File: src/rtl/fetch_pkg.sv
// Shared types and constants for the instruction-fetch stage.
package fetch_pkg;

    typedef enum logic [1:0] {
        S_REQ  = 2'd0,
        S_RSP  = 2'd1,
        S_HOLD = 2'd2
    } fetch_state_t;

    localparam logic [31:0] INSN_NOP = 32'h0000_0013;

    typedef struct packed {
        logic [31:0] instr;
        logic [31:0] pc;
    } fetch_bundle_t;

    // Sequential PC advance, 32-bit modulo.
    function automatic logic [31:0] pc_add(input logic [31:0] pc, input logic [31:0] step);
        return pc + step;
    endfunction

endpackage

File: src/rtl/fetch_stage_if.sv
// Instruction-memory request/response channel between fetch and memory.
interface fetch_stage_if;
    logic        imem_req_valid;
    logic        imem_req_ready;
    logic [31:0] imem_addr;
    logic        imem_rsp_valid;
    logic [31:0] imem_rsp_data;

    modport master (
        output imem_req_valid,
        output imem_addr,
        input  imem_req_ready,
        input  imem_rsp_valid,
        input  imem_rsp_data
    );

    modport slave (
        input  imem_req_valid,
        input  imem_addr,
        output imem_req_ready,
        output imem_rsp_valid,
        output imem_rsp_data
    );
endinterface

File: src/rtl/fetch_hold_buf.sv
// One-entry holding buffer for a fetched instruction that arrived while decode was stalled.
module fetch_hold_buf
    import fetch_pkg::*;
(
    input  logic          clk,
    input  logic          rst_n,
    input  logic          load,
    input  logic          drain,
    input  logic          clear,
    input  fetch_bundle_t din,
    output fetch_bundle_t dout,
    output logic          full
);

    fetch_bundle_t data_r;
    logic          full_r;

    // Entry storage; clear wins over load so a flush can never leave stale data.
    always_ff @(posedge clk or negedge rst_n) begin
        if (!rst_n) begin
            data_r <= '0;
            full_r <= 1'b0;
        end else if (clear) begin
            full_r <= 1'b0;
        end else if (load) begin
            data_r <= din;
            full_r <= 1'b1;
        end else if (drain) begin
            full_r <= 1'b0;
        end else begin
            full_r <= full_r;
        end
    end

    assign dout = data_r;
    assign full = full_r;

endmodule

File: src/rtl/fetch_stage.sv
// Instruction-fetch stage: owns the PC, one outstanding imem request, feeds IF/ID.
// Optional performance counters are enabled with the FETCH_PERF_EN macro.
module fetch_stage
    import fetch_pkg::*;
#(
    parameter logic [31:0] RESET_PC = 32'h0000_0000,
    parameter logic [31:0] PC_STEP  = 32'd4
)(
    input  logic                 clk,
    input  logic                 rst_n,
    fetch_stage_if.master        imem,
    input  logic                 stall_i,
    input  logic                 redirect_valid,
    input  logic [31:0]          redirect_pc,
    output logic [31:0]          instruction_output,
    output logic [31:0]          pc_output,
    output logic [31:0]          pcInc_output,
    output logic                 valid_output
`ifdef FETCH_PERF_EN
    ,
    output logic [31:0]          perf_fetched,
    output logic [31:0]          perf_stall_cycles
`endif
);

    fetch_state_t  state_r;
    logic [31:0]   pc_r;
    logic          drop_r;
    logic [31:0]   instr_r;
    logic [31:0]   pc_out_r;
    logic [31:0]   pcinc_out_r;
    logic          valid_r;

    logic          accepted_s;
    logic          slot_free_s;
    logic          rsp_keep_s;
    logic          load_rsp_s;
    logic          hold_load_s;
    logic          drain_s;
    logic          hold_full_s;
    fetch_bundle_t hold_din_s;
    fetch_bundle_t hold_dout_s;

    // Request is withdrawn in the redirect cycle so a stale PC is never accepted.
    assign imem.imem_req_valid = (state_r == S_REQ) && !redirect_valid;
    assign imem.imem_addr      = pc_r;

    assign accepted_s  = imem.imem_req_valid && imem.imem_req_ready;
    assign slot_free_s = !valid_r || !stall_i;
    assign rsp_keep_s  = (state_r == S_RSP) && imem.imem_rsp_valid && !drop_r && !redirect_valid;
    assign load_rsp_s  = rsp_keep_s && slot_free_s;
    assign hold_load_s = rsp_keep_s && !slot_free_s;
    assign drain_s     = (state_r == S_HOLD) && hold_full_s && !redirect_valid && !stall_i;
    assign hold_din_s  = '{instr: imem.imem_rsp_data, pc: pc_r};

    fetch_hold_buf u_hold (
        .clk   (clk),
        .rst_n (rst_n),
        .load  (hold_load_s),
        .drain (drain_s),
        .clear (redirect_valid),
        .din   (hold_din_s),
        .dout  (hold_dout_s),
        .full  (hold_full_s)
    );

    // Fetch sequencer plus the IF/ID output register; redirect outranks stall and loads.
    always_ff @(posedge clk or negedge rst_n) begin
        if (!rst_n) begin
            state_r     <= S_REQ;
            pc_r        <= RESET_PC;
            drop_r      <= 1'b0;
            instr_r     <= INSN_NOP;
            pc_out_r    <= 32'h0000_0000;
            pcinc_out_r <= 32'h0000_0000;
            valid_r     <= 1'b0;
        end else begin
            case (state_r)
                S_REQ: begin
                    if (redirect_valid) begin
                        pc_r <= redirect_pc;
                    end else if (accepted_s) begin
                        state_r <= S_RSP;
                    end else begin
                        state_r <= S_REQ;
                    end
                end
                S_RSP: begin
                    if (imem.imem_rsp_valid) begin
                        if (drop_r || redirect_valid) begin
                            drop_r  <= 1'b0;
                            state_r <= S_REQ;
                            if (redirect_valid) begin
                                pc_r <= redirect_pc;
                            end else begin
                                pc_r <= pc_r;
                            end
                        end else begin
                            pc_r    <= pc_add(pc_r, PC_STEP);
                            state_r <= slot_free_s ? S_REQ : S_HOLD;
                        end
                    end else if (redirect_valid) begin
                        drop_r <= 1'b1;
                        pc_r   <= redirect_pc;
                    end else begin
                        state_r <= S_RSP;
                    end
                end
                S_HOLD: begin
                    if (redirect_valid) begin
                        pc_r    <= redirect_pc;
                        state_r <= S_REQ;
                    end else if (!stall_i) begin
                        state_r <= S_REQ;
                    end else begin
                        state_r <= S_HOLD;
                    end
                end
                default: begin
                    state_r <= S_REQ;
                end
            endcase

            if (redirect_valid) begin
                valid_r <= 1'b0;
                instr_r <= INSN_NOP;
            end else if (load_rsp_s) begin
                valid_r     <= 1'b1;
                instr_r     <= imem.imem_rsp_data;
                pc_out_r    <= pc_r;
                pcinc_out_r <= pc_add(pc_r, PC_STEP);
            end else if (drain_s) begin
                valid_r     <= 1'b1;
                instr_r     <= hold_dout_s.instr;
                pc_out_r    <= hold_dout_s.pc;
                pcinc_out_r <= pc_add(hold_dout_s.pc, PC_STEP);
            end else if (valid_r && !stall_i) begin
                valid_r <= 1'b0;
            end else begin
                valid_r <= valid_r;
            end
        end
    end

    assign instruction_output = instr_r;
    assign pc_output          = pc_out_r;
    assign pcInc_output       = pcinc_out_r;
    assign valid_output       = valid_r;

`ifdef FETCH_PERF_EN
    logic [31:0] perf_fetched_r;
    logic [31:0] perf_stall_r;

    // Event counters; only reset clears them, redirects do not.
    always_ff @(posedge clk or negedge rst_n) begin
        if (!rst_n) begin
            perf_fetched_r <= 32'd0;
            perf_stall_r   <= 32'd0;
        end else begin
            if (load_rsp_s || drain_s) begin
                perf_fetched_r <= perf_fetched_r + 32'd1;
            end else begin
                perf_fetched_r <= perf_fetched_r;
            end
            if (valid_r && stall_i) begin
                perf_stall_r <= perf_stall_r + 32'd1;
            end else begin
                perf_stall_r <= perf_stall_r;
            end
        end
    end

    assign perf_fetched      = perf_fetched_r;
    assign perf_stall_cycles = perf_stall_r;
`endif

endmodule

File: src/flat_wrapper.sv
// flat-port wrapper written by rule: the top's interface ports become plain ports
module fetch_stage_flat import fetch_pkg::*;
#(
    parameter logic [31:0] RESET_PC = 32'h0000_0000,
    parameter logic [31:0] PC_STEP  = 32'd4
)
  (clk, rst_n, stall_i, redirect_valid, redirect_pc, instruction_output, pc_output, pcInc_output, valid_output, imem_imem_req_valid, imem_imem_addr, imem_imem_req_ready, imem_imem_rsp_valid, imem_imem_rsp_data);
  fetch_stage_if imem_i ();
  input  logic clk;
  input  logic rst_n;
  input  logic stall_i;
  input  logic redirect_valid;
  input  logic [31:0] redirect_pc;
  output logic [31:0] instruction_output;
  output logic [31:0] pc_output;
  output logic [31:0] pcInc_output;
  output logic valid_output;
  output wire logic [$bits(imem_i.imem_req_valid)-1:0] imem_imem_req_valid;
  output wire logic [$bits(imem_i.imem_addr)-1:0] imem_imem_addr;
  input wire logic [$bits(imem_i.imem_req_ready)-1:0] imem_imem_req_ready;
  input wire logic [$bits(imem_i.imem_rsp_valid)-1:0] imem_imem_rsp_valid;
  input wire logic [$bits(imem_i.imem_rsp_data)-1:0] imem_imem_rsp_data;
  assign imem_imem_req_valid = imem_i.imem_req_valid;
  assign imem_imem_addr = imem_i.imem_addr;
  assign imem_i.imem_req_ready = imem_imem_req_ready;
  assign imem_i.imem_rsp_valid = imem_imem_rsp_valid;
  assign imem_i.imem_rsp_data = imem_imem_rsp_data;
  fetch_stage #(.RESET_PC(RESET_PC), .PC_STEP(PC_STEP)) u_core (.clk(clk), .rst_n(rst_n), .imem(imem_i), .stall_i(stall_i), .redirect_valid(redirect_valid), .redirect_pc(redirect_pc), .instruction_output(instruction_output), .pc_output(pc_output), .pcInc_output(pcInc_output), .valid_output(valid_output));
endmodule
File: config.mk
export PLATFORM = sky130hd
export DESIGN_NAME = fetch_stage_flat
export DESIGN_NICKNAME = d
export VERILOG_FILES = /design/src/rtl/fetch_pkg.sv /design/src/rtl/fetch_stage_if.sv /design/src/rtl/fetch_hold_buf.sv /design/src/rtl/fetch_stage.sv /design/src/flat_wrapper.sv
export SDC_FILE = /design/constraint.sdc
export NUM_CORES = 1
export LEC_CHECK = 0
export ABC_CLOCK_PERIOD_IN_PS = 2800
export CORE_MARGIN = 2
export CORE_UTILIZATION = 52
export DETAILED_ROUTE_END_ITERATION = 16
export PLACE_DENSITY_LB_ADDON = 0.15
export SYNTH_ARGS = -nofsm -noshare
export SYNTH_HDL_FRONTEND = slang
export SYNTH_SLANG_ARGS = --single-unit
export TNS_END_PERCENT = 5
File: constraint.sdc
create_clock -name clk -period 2.8 [get_ports clk]
set_input_delay 0.56 -clock clk [delete_from_list [all_inputs] [get_ports clk]]
set_output_delay 0.56 -clock clk [all_outputs]
set_load 0.02 [all_outputs]
* Word level (Yosys, flattened, before mapping)
Index checks and enable logic that the tools add are counted.
** Storage, ports and cells
- Output and inout port bits :: 130
- Logic and storage cells :: 78
- Bits in registers :: 197
** Operators by class
- Equal/unequal tests :: 5
- Add/subtract/negate cells :: 2
- Multiplexer cells :: 30
- Bitwise gates (word level) :: 1
- Reduce and logical (&&, ||, !) cells :: 30
** Operators with widths (count)
- $mux 32 :: 10
- $add 32x3->32 const B :: 2
- $pmux 32 s2 :: 1
- $mux 2 :: 7
- $logic_and 1x1->1 :: 11
- $mux 1 :: 11
- $pmux 2 s3 :: 1
- $reduce_and 2->1 :: 3
- $reduce_bool 2->1 :: 3
- $reduce_bool 3->1 :: 2
- $logic_not 1->1 :: 5
- $reduce_bool 4->1 :: 1
- $ne 3x3->1 const B :: 1
- $reduce_and 3->1 :: 1
- $eq 2x1->1 const B :: 1
- $eq 2x2->1 const B :: 1
- $logic_not 2->1 :: 1
- $logic_or 1x1->1 :: 2
- $ne 2x1->1 const B :: 1
- $ne 2x2->1 const B :: 1
- $reduce_or 2->1 :: 1
- $not 1->1 :: 1

* Logic depth before layout (Yosys ltp)
Gate-level depths: netlist (run 1).
- Depth after elaboration :: 7
- Mapped depth :: 8
- Gate-level depth less buffers :: 6

* By module
A second synthesis (run 1) with hierarchy kept.
** Second synthesis, totals
- Cells, all modules :: 973
- Area total of the unflattened synthesis :: 9924.5 sq um
** Modules (own cells, without submodules)
- fetch_stage :: times used 1, cells each 833, area an instance 7183.1 sq um
- fetch_hold_buf :: times used 1, cells each 140, area an instance 2741.4 sq um

* Worst setup path after synthesis (run 1)
Ideal clock, no wire load.
- Path type :: input-to-reg
- Start point :: input redirect_valid
- End point :: register u_core.instr_r[21] (netlist: u_core.instruction_output[21])
- Required time :: 2.673 ns
- Path buffers :: 3
- Stages on the path :: 8
- Arrival :: 2.184 ns
- Path slack :: 0.489 ns
- Cell sequence :: clkbuf_1 -> or3b_2 -> o32ai_2 -> nor2_1 -> buf_2 -> buf_2 -> a222oi_1 -> inv_1
** Between the ends
- Longest elaborated chain between the ends :: 5
** RTL lines
- start, declared :: line flat_wrapper.sv:12 : input logic redirect_valid;
- $logic_not 1->1 :: line fetch_stage.sv:50, fetch_stage.sv:53
- $logic_and 1x1->1 :: line fetch_stage.sv:50 : assign rsp_keep_s = (state_r == S_RSP) && imem.imem_rsp_valid && !drop_r && !redirect_valid;
- $logic_and 1x1->1 :: line fetch_stage.sv:51 : assign load_rsp_s = rsp_keep_s && slot_free_s;
- $mux 32 :: line fetch_stage.sv:127 : end else if (load_rsp_s) begin
- $mux 32 :: line fetch_stage.sv:124 : if (redirect_valid) begin
- end signal, assigned :: line fetch_stage.sv:129 : instr_r <= imem.imem_rsp_data;
- end signal, assigned :: line fetch_stage.sv:134 : instr_r <= hold_dout_s.instr;
- end, declared :: line fetch_stage.sv:29 : logic [31:0] instr_r;
Several ways; a longest one is shown, not always the timed one.
A chain may end at the register's enable or synchronous reset.

* Worst setup path after layout (run 1)
- Start point :: input redirect_valid
- End point :: output imem_imem_req_valid
** Between the ends
- Longest elaborated chain between the ends :: 2
** RTL lines
- $logic_not 1->1 :: line fetch_stage.sv:45 : assign imem.imem_req_valid = (state_r == S_REQ) && !redirect_valid;
- $logic_and 1x1->1 :: line fetch_stage.sv:45
- end, declared :: line flat_wrapper.sv:18 : output wire logic [$bits(imem_i.imem_req_valid)-1:0] imem_imem_req_valid;
No other way between the ends.

==> results of run 1 <==
[worst register-to-register path: cells and delay by family (launching register included)]
family / cells / cell delay, ps
compound gates: 1 / 290
xor+xnor: 1 / 150
flops: 1 / 510
simple gates: 3 / 1260
[final cells by class]
cell class	count	area, um2	share of cell area (%)
repair buffers	240	2420	19.5
inverters	37	139	1.12
well taps	229	287	2.31
flip-flops and latches	195	4880	39.4
multi-input cells	718	4020	32.5
clock inverters	15	214	1.73
clock buffers	17	425	3.43
diodes	2	5.00	0.0404
[sequential cells by signal, summed over array words and instances, names as in the netlist]
register,cells
u_core.drop_r,1
u_core.imem.imem_addr,32
u_core.instruction_output,32
u_core.pcInc_output,32
u_core.pc_output,30
u_core.state_r,2
u_core.u_hold.dout,64
u_core.u_hold.full,1
u_core.valid_output,1
[cells by family after synthesis]
family / count (synthesis) / share of synthesized area [%]
AO/OA/AOI/OAI: 194 / 15.0
XOR/XNOR: 52 / 4.83
adder cells (fa/ha/maj): 2 / 0.265
buffers and inverters: 123 / 6.01
flip-flops: 195 / 51.8
multiplexers: 3 / 0.332
AND/OR/NAND/NOR: 467 / 21.8
[cell usage in the layout (no fill, tap or decap), drive strengths merged, types with 17 or more instances in the layout]
master	netlist	routed
nand3	37	37
inv	36	45
nor2	95	95
dfrtp	192	192
xor2	28	28
clkdlybuf4s50	0	198
xnor2	24	24
o21ai	43	43
clkbuf	46	18
a222oi	29	29
a21oi	17	17
nand2	253	253
o22ai	31	31
nor3	21	21
buf	40	41
[through the flow]
stage | hold WS (ps) | worst slack (ps)
2_1_floorplan | 264 | 489
3_3_place_gp | 457 | 231
3_5_place_dp | 463 | 113
4_1_cts | 35.2 | 305
5_1_grt | 42.1 | 243
6_report | 18.9 | 312
[power by group]
group	leakage, nW	switching (W)	internal [W]
Clock	0.311	0.00120	0.00146
Combinational	2.77	0.00140	0.00132
Sequential	2.50	0.000452	0.00336
[worst max-delay path by stage]
stage | startpoint | to | slack, ps
global placement | redirect_valid | u_core.instruction_output[3]$_DFFE_PN0P_ | 230
finish | redirect_valid | imem_imem_req_valid | 310
global route | redirect_valid | imem_imem_req_valid | 240
CTS | redirect_valid | imem_imem_req_valid | 310
detailed placement | redirect_valid | u_core.instruction_output[25]$_DFFE_PN0P_ | 110
floorplan | redirect_valid | u_core.instruction_output[21]$_DFFE_PN0P_ | 490
[cells in the mapped netlist (all sizes together), types with 6 or more instances]
master / number
nor4: 14
o221ai: 13
o311ai: 14
nand4: 14
a22oi: 8
nor2: 95
a21oi: 17
clkbuf: 46
inv: 36
nand3: 37
a222oi: 29
o21ai: 43
buf: 40
a31oi: 6
and4: 6
nand2: 253
xor2: 28
o22ai: 31
dfrtp: 192
xnor2: 24
nor3: 21
and3: 9
[metal layers]
layer  global-route usage, %  up-vias  share of wire, %
li1                        -     3974                 -
met1                    39.1     4192                41
met2                    47.0      391                48
met3                    6.84       53               8.5
met4                    10.0        0               2.4
met5                       0        -                 0
==> metrics.txt, run 1 <==
status finished, final reports clean; Die Area 19200 um2; Post-CTS Hold Buffers 0; post-CTS sizing 0; CTS buffer count 17; WS Path Type input pin to output pin; crit-path cells clkdlybuf4s50_1, nor3_1, clkdlybuf4s50_1; skew final 10.5 ps; Post-synth EDFFs 0; R2R depth 5; post-synthesis async set-or-reset flop share 100%; initial antenna violation count 1; crit path time final 2490 ps; Worst-Margin Slew 511 ps; Syn Inst Count 1036; crit path capture type output pin; r2r setup slk 520 ps; Post-Layout Cell Count 1453; Worst slew margin 65.6%; hold crit path type input pin to async pin; CTS root buf clkbuf_16; Worst-path clk slew 80 ps; Hold Violations, Final 0; r2r startpoint u_core.u_hold.dout[5]$_DFFE_PN0P_; Worst path most repeated cell clkdlybuf4s50_1; Area Overhead vs Synth 31.5%; sequential fraction of the synthesis area 51.8%; Max Clock Freq 0.402 GHz; Tcrit/Tclk final 88.9%; first-pass GRT wire length 44700 um; Worst-Skew Late Latency 440 ps; ranking of synthesized cells by area dfrtp_1, nand2_1, nor2_1; Finished Cell Area 12400 um2; total power divided by cell area 742 nW/um2; WL final 28000 um; # rows 49; DR iter-0 viols 786; vias in the first global route 8389; Clock Sinks 195; Critical Path AT 1930 ps; VDD IR max 0.000517 V; LEAKAGE 5.58 nW; DRC Markers 0; ys flop type dfrtp_1; family with the most delay on the worst path buffers and inverters; final setup fails 0; setup bufs post-CTS 0; Synth Warn # 0; synthesized area 9430 um2; Critical Path RT 2240 ps; drt wl/cell 19.3 um; Antenna Nets Post-Route 0; cell accounting for the most synthesized area dfrtp_1; Final Wtd Congestion 0.867; GRT overflow 0; Synth Area per Inst 9.10 um2; Seq cells post-synth 195; largest net degree at the start of global routing 63; Initial Util 52.7%; CTS tree yes; Placed Instances 1419; I/O pin total 200; worst path bufs/invs 2; Sum Neg Setup Slack 0 ps; number of vias per cell 5.93; DIE HEIGHT 139 um; WP depth 3; Final Max Slew Viols 0; Final Total Pwr 0.00920 W; CP max FO 6; max-cap violation count 0; DP Wirelength 18500 um; share of the synthesized area in the top cell type 51.0%; Crit path largest cell delay 660 ps; number of H-tree levels 4; core area 17900 um2; share of post-route cells with drive strength above 1 8.18%; slowest stage cell on the critical path clkdlybuf4s50_1; worst r2r dst u_core.pcInc_output[31]$_DFFE_PN0P_; crit start category input pin; Mapped Nets 1108; via count 8610; DP Area 11700 um2; Fill cells 1422; Die Wd 139 um; post-layout util 69.2%; Total GRT Usage 29.1%; DRT Pass-1 Iters 8; RSZ-0062 raised after global routing false; Layout Nets 1281; clock buffer depth 2; Yosys cell types 61; Buffers on Ports 199
Power figures use the tool's default switching activity.
==> run 2, diff against run 1 <==
- ABC_AREA: default -> 1
- GPL_TIMING_DRIVEN: default -> 0
==> run 2 against run 1 <==
  * Non-clock buffer count grew 11
  * Wire length grew 27%
  * Via count grew 11%
  * Power shrank 3.4%
  * Register-to-register slack lost 300 ps
  * Final area grew 2.6%
  * Core utilization shrank 0.80 points
  * Sequential power shrank 1%
  * Sequential share of layout area shrank 1.0 points
  * Final cell count grew 14%
  * Combinational power shrank 3%
  * Highest routed layer unchanged
==> metrics.txt, run 2 <==
# rows 50; DR iter-0 viols 1142; status finished, final reports clean; cell accounting for the most synthesized area dfrtp_1; DRT Pass-1 Iters 6; Place WS -273 ps; crit start category input pin; core area 18600 um2; Finished Cell Area 12700 um2; WS Path Type input pin to output pin; Worst-Skew Late Latency 450 ps; DP Wirelength 26000 um; Max Clock Freq 0.378 GHz; via count 9583; Critical Path AT 2090 ps; ys flop type dfrtp_1; Initial Util 52.8%; Buffers on Ports 199; Critical Path RT 2240 ps; share of post-route cells with drive strength above 1 7.70%; Worst-path clk slew 80 ps; CTS tree yes; count leader, synth nand2_1; crit path capture type output pin; crit path time final 2650 ps; Die Area 20000 um2; number of H-tree levels 4; setup bufs post-CTS 0; CTS root buf clkbuf_16; Final Max Slew Viols 0; LEAKAGE 5.92 nW; sequential fraction of the synthesis area 49.8%; CP max FO 10; Yosys cell types 40; drt wl/cell 21.5 um; final worst setup slack 151 ps; diode count 0; number of vias per cell 5.81; Post-CTS Hold Buffers 0; Clock Sinks 195; Die Wd 141 um; largest net degree at the start of global routing 120; max-cap violation count 0; r2r setup slk 220 ps; commonest non-fill, non-tap cell in the layout nand2_1; post-CTS sizing 3; CTS buffer count 17; WP depth 4; WL final 35500 um; I/O pin total 200; Antenna Nets Post-Route 0; Post-synth top cells nand2_1, dfrtp_1, nor2_1; DP Area 12100 um2; final setup fails 0; Tcrit/Tclk final 94.6%; VDD IR max 0.000461 V; R2R depth 10; post-layout util 68.4%; RSZ-0062 raised after global routing false; skew final 11.2 ps; synthesized area 9800 um2; GRT overflow 0; share of the synthesized area in the top cell type 49.0%; Seq cells post-synth 195; slowest stage cell on the critical path clkdlybuf4s50_1; hold crit path type input pin to async pin; crit-path cells clkdlybuf4s50_1, clkbuf_4, nor3_1, dlygate4sd2_1; Syn Inst Count 1185; max reg flops 64; Layout Nets 1476; vias in the first global route 9502; family with the most delay on the worst path buffers and inverters; Hold Violations, Final 0; Synth Area per Inst 8.27 um2; Worst slew margin 34.1%; commonest non-fill, non-tap cells in the layout nand2_1, clkdlybuf4s50_1, dfrtp_1; DIE HEIGHT 141 um; post-synthesis async set-or-reset flop share 100%; Final Wtd Congestion 1.01; Crit path largest cell delay 610 ps; DRC Markers 0; first-pass GRT wire length 54500 um; total power divided by cell area 699 nW/um2; Area Overhead vs Synth 29.7%; Post-synth EDFFs 0; hold slack 40.0 ps; Mapped Nets 1257; clock buffer depth 2; Worst-Margin Slew 988 ps; Synth Warn # 0; worst path bufs/invs 3; Total GRT Usage 36.2%; ranking of synthesized cells by area dfrtp_1, nand2_1, nor2_1; initial antenna violation count 0
-- run 2: worst paths after layout --
kind | from | endpoint
setup / recovery | redirect_valid | imem_imem_req_valid
hold / removal | rst_n | u_core.pcInc_output[0]$_DFFE_PN0P_
setup reg to reg | u_core.imem.imem_addr[2]$_DFFE_PN0P_ | u_core.pcInc_output[16]$_DFFE_PN0P_
hold reg to reg | u_core.pcInc_output[24]$_DFFE_PN0P_ | u_core.pcInc_output[24]$_DFFE_PN0P_
max in group asynchronous | rst_n | u_core.u_hold.dout[63]$_DFFE_PN0P_
min in group clk | u_core.pcInc_output[24]$_DFFE_PN0P_ | u_core.pcInc_output[24]$_DFFE_PN0P_
-- run 2: area by class of cell --
type                            count  area [um2]
Buffer                             51         282
Clock buffer                       17         425
Tap cell                          234         293
Inverter                           77         289
Clock inverter                     14         166
Fill cell                        1564        5870
Sequential cell                   195        4880
Multi-Input combinational cell    862        4350
Timing Repair Buffer              200        2020
-- run 2: power by group --
part           internal, W  switching [W]  leakage, nW
clock network      0.00120        0.00128        0.284
logic              0.00125        0.00141         3.13
registers          0.00332       0.000439         2.51
-- run 2: kinds of logic (layout without fill, tap and decap cells) --
| group | after synthesis | in the layout | share of synthesized area, % |
|---|---|---|---|
| and+or+nand+nor | 613 | 613 | 25.5 |
| DFF | 195 | 195 | 49.8 |
| AOI/OAI and AO/OA | 192 | 192 | 11.9 |
| buffers and inverters | 128 | 359 | 5.78 |
| muxes | 32 | 32 | 4.67 |
| xor gates and xnor gates | 23 | 23 | 2.06 |
| adders and majority gates | 2 | 2 | 0.255 |
-- run 2: through the flow --
step,power (W),TNS [ps],instances
after floorplan,0.00499,0,1185
after global placement,0.00640,-1371980,1618
after detailed placement,0.00645,-2000,1619
after CTS,0.00890,0,1650
after global routing,0.00922,0,1650
final,0.00889,0,1650
-- run 2: routing by layer --
layer / GRT usage, % / wire length, um / vias to the layer above
li1: - / - / 4351
met2: 57.5 / 16400 / 522
met4: 17.6 / 1700 / 0
met5: 0 / 0 / -
met1: 48.1 / 14500 / 4602
met3: 6.82 / 2860 / 108
